[config.mk]
export PLATFORM = sky130hd
export DESIGN_NAME = mux_16_bit_chip_flat
export DESIGN_NICKNAME = d
export VERILOG_FILES = /design/src/rtl/mux_16_bit_chip_pkg.sv /design/src/rtl/mux_16_bit_chip_if.sv /design/src/rtl/mux_16_bit_chip_cell.sv /design/src/rtl/mux_16_bit_chip.sv /design/src/flat_wrapper.sv
export SDC_FILE = /design/constraint.sdc
export NUM_CORES = 1
export LEC_CHECK = 0
export CORE_MARGIN = 2
export CORE_UTILIZATION = 31
export CTS_CLUSTER_DIAMETER = 50
export DETAILED_ROUTE_END_ITERATION = 16
export MAX_ROUTING_LAYER = met4
export PLACE_DENSITY = 0.85
export SLEW_MARGIN = 20
export SYNTH_ARGS = -nofsm -noshare
export SYNTH_HDL_FRONTEND = slang
export SYNTH_SLANG_ARGS = --single-unit
[constraint.sdc]
create_clock -name clk -period 0.8 [get_ports clk]
set_input_delay 0.16 -clock clk [delete_from_list [all_inputs] [get_ports clk]]
set_output_delay 0.16 -clock clk [all_outputs]
set_load 0.01 [all_outputs]
[src/rtl/mux_16_bit_chip_pkg.sv]
// Shared width and word type for the 16-bit bitwise mux chip.
package mux16_pkg;

    localparam int MUX16_WIDTH = 16;

    typedef logic [MUX16_WIDTH-1:0] mux16_word_t;

endpackage : mux16_pkg

[src/rtl/mux_16_bit_chip_if.sv]
// Bus bundle for mux_16_bit_chip; the parity line exists only when MUX16_PARITY_EN is defined.
interface mux_16_bit_chip_if
    import mux16_pkg::*;
#(
    parameter int WIDTH = MUX16_WIDTH
) ();

    logic             en;
    logic [WIDTH-1:0] a;
    logic [WIDTH-1:0] b;
    logic [WIDTH-1:0] s;
    logic [WIDTH-1:0] out;
`ifdef MUX16_PARITY_EN
    logic             parity;

    modport master (output en, output a, output b, output s, input  out, input  parity);
    modport slave  (input  en, input  a, input  b, input  s, output out, output parity);
`else
    modport master (output en, output a, output b, output s, input  out);
    modport slave  (input  en, input  a, input  b, input  s, output out);
`endif

endinterface : mux_16_bit_chip_if

[src/rtl/mux_16_bit_chip_cell.sv]
// Combinational 1-bit 2:1 mux cell: out = sel ? b : a.
module mux_1bit_cell (
    output logic out,
    input  logic a,
    input  logic b,
    input  logic sel
);

    assign out = sel ? b : a;

endmodule : mux_1bit_cell

[src/rtl/mux_16_bit_chip.sv]
// Registered WIDTH-bit bitwise 2:1 mux built from mux_1bit_cell instances.
// Optional even-parity output enabled by defining MUX16_PARITY_EN.
module mux_16_bit_chip
    import mux16_pkg::*;
#(
    parameter int WIDTH = MUX16_WIDTH
) (
    input  logic                clk,
    input  logic                rst_n,
    mux_16_bit_chip_if.slave    bus
);

    logic [WIDTH-1:0] w_comb;
    logic [WIDTH-1:0] r_out;

    // One cell per bit; bits never interact.
    for (genvar gi = 0; gi < WIDTH; gi++) begin : g_cell
        mux_1bit_cell u_cell (
            .out (w_comb[gi]),
            .a   (bus.a[gi]),
            .b   (bus.b[gi]),
            .sel (bus.s[gi])
        );
    end

    // Output register: async clear, load on en, otherwise hold.
    always_ff @(posedge clk or negedge rst_n) begin
        if (!rst_n) begin
            r_out <= {WIDTH{1'b0}};
        end else if (bus.en) begin
            r_out <= w_comb;
        end else begin
            r_out <= r_out;
        end
    end

    assign bus.out = r_out;

`ifdef MUX16_PARITY_EN
    logic r_parity;

    function automatic logic f_even_parity(input logic [WIDTH-1:0] word);
        return ^word;
    endfunction

    // Parity is taken from the same word being loaded so it tracks out exactly.
    always_ff @(posedge clk or negedge rst_n) begin
        if (!rst_n) begin
            r_parity <= 1'b0;
        end else if (bus.en) begin
            r_parity <= f_even_parity(w_comb);
        end else begin
            r_parity <= r_parity;
        end
    end

    assign bus.parity = r_parity;
`endif

endmodule : mux_16_bit_chip

[src/flat_wrapper.sv]
// flat-port wrapper written by rule: the top's interface ports become plain ports
module mux_16_bit_chip_flat import mux16_pkg::*;
#(
    parameter int WIDTH = MUX16_WIDTH
)
  (clk, rst_n, bus_en, bus_a, bus_b, bus_s, bus_out);
  mux_16_bit_chip_if #(.WIDTH(WIDTH)) bus_i ();
  input  logic clk;
  input  logic rst_n;
  input wire logic [$bits(bus_i.en)-1:0] bus_en;
  input wire logic [$bits(bus_i.a)-1:0] bus_a;
  input wire logic [$bits(bus_i.b)-1:0] bus_b;
  input wire logic [$bits(bus_i.s)-1:0] bus_s;
  output wire logic [$bits(bus_i.out)-1:0] bus_out;
  assign bus_i.en = bus_en;
  assign bus_i.a = bus_a;
  assign bus_i.b = bus_b;
  assign bus_i.s = bus_s;
  assign bus_out = bus_i.out;
  mux_16_bit_chip #(.WIDTH(WIDTH)) u_core (.clk(clk), .rst_n(rst_n), .bus(bus_i));
endmodule
# Word level (Yosys, flattened, before mapping)
# Index checks and enable logic that the tools add are counted.
# totals
ff_bits,16
inputBits,51
output_inout_bits,16
elab_cells,17
# op_classes
n_mux,16
# op_table
cell,count
1-bit two-way mux,16

# Depth between registers and ports, before layout
# logic_depth
ltp_word,1
mapped_depth,3
mapped_depth_nobuf,2

# Modules after synthesis
# From an unflattened synthesis, not the netlist that was laid out.
# unflattened
hier_cells,50
hier_area_um2,889.6
# by_module_without_submodules
mod,instances,cells_per_inst,area_each_um2,seq_area_each_um2
mux_16_bit_chip,1,34,649.4,400.4
mux_1bit_cell,16,1,15.0,0.0

# Worst setup path after synthesis
# No wires, ideal clock.
# synth_timing
path_kind,register to register
from,register u_core.bus.out[10] (netlist name)
to,"register u_core.r_out[10], in the netlist u_core.bus.out[10]"
setup_time_ns,0.122
arrival_ns,0.539
required_ns,0.678
path_slack_ns,0.139
stages_incl_launch_ff,3
n_path_buf,0
period_less_slack_ns,0.661
path_cell_list,dfrtp_1 -> nor2_1 -> a21oi_2
# synth_lines
element,line,text
end signal: assignment,mux_16_bit_chip.sv:29,r_out <= {WIDTH{1'b0}};
end signal: assignment,mux_16_bit_chip.sv:31,r_out <= w_comb;
end signal: assignment,mux_16_bit_chip.sv:33,r_out <= r_out;
end: declaration,mux_16_bit_chip.sv:14,logic [WIDTH-1:0] r_out;

# Worst setup path after layout
# layout_timing
from,"register u_core.r_out[4], in the netlist u_core.bus.out[4]"
to,output port bus_out[4]
# layout_lines
element,line,text
end: declaration,flat_wrapper.sv:14,output wire logic [$bits(bus_i.out)-1:0] bus_out;
# No word-level cell between the ends.

==> results.tsv <==
stage	metric	value	unit
worst_setup_path	cell family with most CP delay	flip-flops	
sta	Relative slew margins	82.2	%
sta	FMAX	1020	MHz
sta	Final setup viols	18	
synth	largest family of logic cells by synthesized area	multiplexers	
global_route	vias in the first global route	804	
clock_tree	Clock Latency Late Sink	0.28	ns
sta	Tcrit/Tclk final	123	%
drt	DRT Wirelength	2360	um
synth	Seq/Total Area, Yosys	51.6	%
floorplan	die width	54.0	um
place	pre-CTS setup slack	-0.365	ns
drt	DRC	0	
place	I/O Buffers	66	
worst_setup_path	CP required	0.64	ns
worst_setup_path	worst r2r path cells	4	
global_route	all-layer global routing usage	16.8	%
cells_and_area	most common cell after layout, fill and taps aside	clkdlybuf4s50_1	
pwr	Power Density	1380	nW/um^2
job	max-capacitance violation count	0	
pwr	Power, Total	2.24	mW
cells_and_area	final instance area	1630	um^2
clock_tree	total CTS buffers	3	
synth	Syn Area/Cell	11.6	um^2
drt	vias	801	
cells_and_area	layout cell share with drive strength beyond 1	39.9	%
drt	Post-DRT Antenna Nets	0	
cells_and_area	Fill cells	204	
cells_and_area	Final #Nets	200	
worst_setup_path	Worst setup EP type	output port	
hold_path	Min-Delay Path Class	primary input to asynchronous set/reset pin	
drt	drt first pass iters	4	
place	RePlAce Congestion	0.643	
global_route	first-pass GRT wire length	3410	um
drt	drt wl/cell	13.3	um
clock_tree	Clock Tree Root	clkbuf_4	
drt	Initial DRC Count	3	
pwr	leak pwr	0.731	nW
global_route	remaining global-route overflow	0	
synth	Mapped Nets	118	
run_status	status	finished with violations	
worst_setup_path	worst-path maximum fanout	2	
sta	worst setup margin	-0.182	ns
floorplan	DIE HEIGHT	54.0	um
floorplan	core area	2430	um^2
worst_setup_path	critical path's largest stage delay	0.40	ns
clock_tree	hold_buf cts	0	
synth	#FFs+latches synth	16	
synth	post-synthesis compound-gate area fraction	16.6	%
cells_and_area	non-filler cells, final	178	
synth	synthesized cell area	776	um^2
worst_setup_path	critical path class	flop to output port	
cells_and_area	max reg flops	16	
worst_setup_path	Crit-path slowest cell	dfrtp_1	
place	DP Cell Count	167	
sta	fin crit period	0.982	ns
sta	Worst Max-Slew Pin Slew	0.267	ns
floorplan	number of core rows	18	
global_route	initial antenna violation count	0	
cells_and_area	Antenna Cells	0	
run_status	failing checks	negative setup slack	
worst_setup_path	Startpoint Class	flop	
cells_and_area	most frequent cells in the layout	clkdlybuf4s50_1 (44), dfrtp_1 (16), buf_2 (14)	
floorplan	# IOs	67	
worst_setup_path	WP depth	1	
sta	Setup Skew	0	ns
place	dpl hpwl	1780	um
clock_tree	CTS tree	yes	
clock_tree	CTS max path bufs	2	
synth	synth unique cells	7	
worst_setup_path	critical-path cell list	buf_2	
worst_setup_path	WP buf/inv	1	
worst_setup_path	CP Data Arrival Time	0.82	ns
sta	Fin. Hold Viols	0	
synth	mux share of post-synthesis cell area	20.6	%
clock_tree	CTS clock-pin slew for the worst setup and hold paths	0.10	ns
sta	RSZ-0062 raised after global routing	yes	
synth	adder and majority cell fraction of the synthesized area	0	%
sta	Final Slew Violations	0	
drt	via-per-instance ratio	4.50	
synth	simple-gate share of the synthesized area	7.74	%
global_route	largest net degree at the start of global routing	17	
synth	xor/xnor share of the synthesized area	0	%
synth	Synth warnings	0	
synth	Syn Inst Count	67	
place	placed cell area	1530	um^2
pwr	worst vdd ir	0.000935	V
clock_tree	total clock sinks	16	
cells_and_area	area grow syn2layout	110	%
clock_tree	H-tree Lvls	1	
floorplan	starting density of the core	31.9	%
floorplan	Die ar.	2920	um^2
## area by class of cell
type,count,area (um^2),area share [%]
clock buffers,4,36.3,2.23
multi-input cells,48,398,24.5
flip-flops and latches,16,400,24.6
well taps,30,37.5,2.31
repair buffers,80,754,46.4
## synthesized netlist by cell type
cell type | n | area [um^2]
dfrtp_1 | 16 | 400
mux2i_1 | 16 | 160
nor2_1 | 16 | 60.1
a21oi_2 | 13 | 114
a21oi_1 | 3 | 15.0
buf_4 | 2 | 15.0
buf_6 | 1 | 11.3
## repair_timing
action	CTS	global route
resized for setup	68	21
setup endpoints to repair	32	22
cloned	1	0
pin swaps	1	4
setup buffers	2	5
## routing by layer
metal / wire, um / part of all wire, % / track usage, %
met2: 1360 / 57 / 32.9
met4: 25 / 1.1 / 4.17
met5: 0 / 0 / -
met1: 769 / 33 / 16.6
met3: 209 / 8.9 / 3.33
## power breakdown
| part | internal (mW) | switching, mW | leakage [nW] |
|---|---|---|---|
| clock network | 0.276 | 0.256 | 0.0210 |
| logic | 0.486 | 0.289 | 0.532 |
| registers | 0.893 | 0.0438 | 0.178 |
| total | 1.66 | 0.589 | 0.731 |
## cell families after synthesis
group           count (synthesis)
buf+inv                         3
mux                            16
simple gates                   16
flops                          16
compound gates                 16
## through the flow
step	hold WS [ns]	utilization, %	TNS [ns]
after global placement	0.496	62.7	-8.50
after detailed placement	0.499	62.7	-8.86
final	0.206	66.9	-2.73
after CTS	0.207	62.7	-2.77
after global routing	0.195	66.9	-3.34
after floorplan	-0.136	-	0
## path summary, 6_finish.rpt
check | slack, ns | from | to
max in group asynchronous | 0.48 | rst_n | u_core.bus.out[8]$_DFFE_PN0P_
min in group clk | 0.22 | bus_s[1] | u_core.bus.out[1]$_DFFE_PN0P_
min reg2reg | 0.52 | u_core.bus.out[6]$_DFFE_PN0P_ | u_core.bus.out[6]$_DFFE_PN0P_
max reg2reg | -0.04 | u_core.bus.out[0]$_DFFE_PN0P_ | u_core.bus.out[0]$_DFFE_PN0P_
max | -0.18 | u_core.bus.out[4]$_DFFE_PN0P_ | bus_out[4]
min | 0.21 | rst_n | u_core.bus.out[14]$_DFFE_PN0P_
Note: power is estimated with default switching activity, not from simulation.
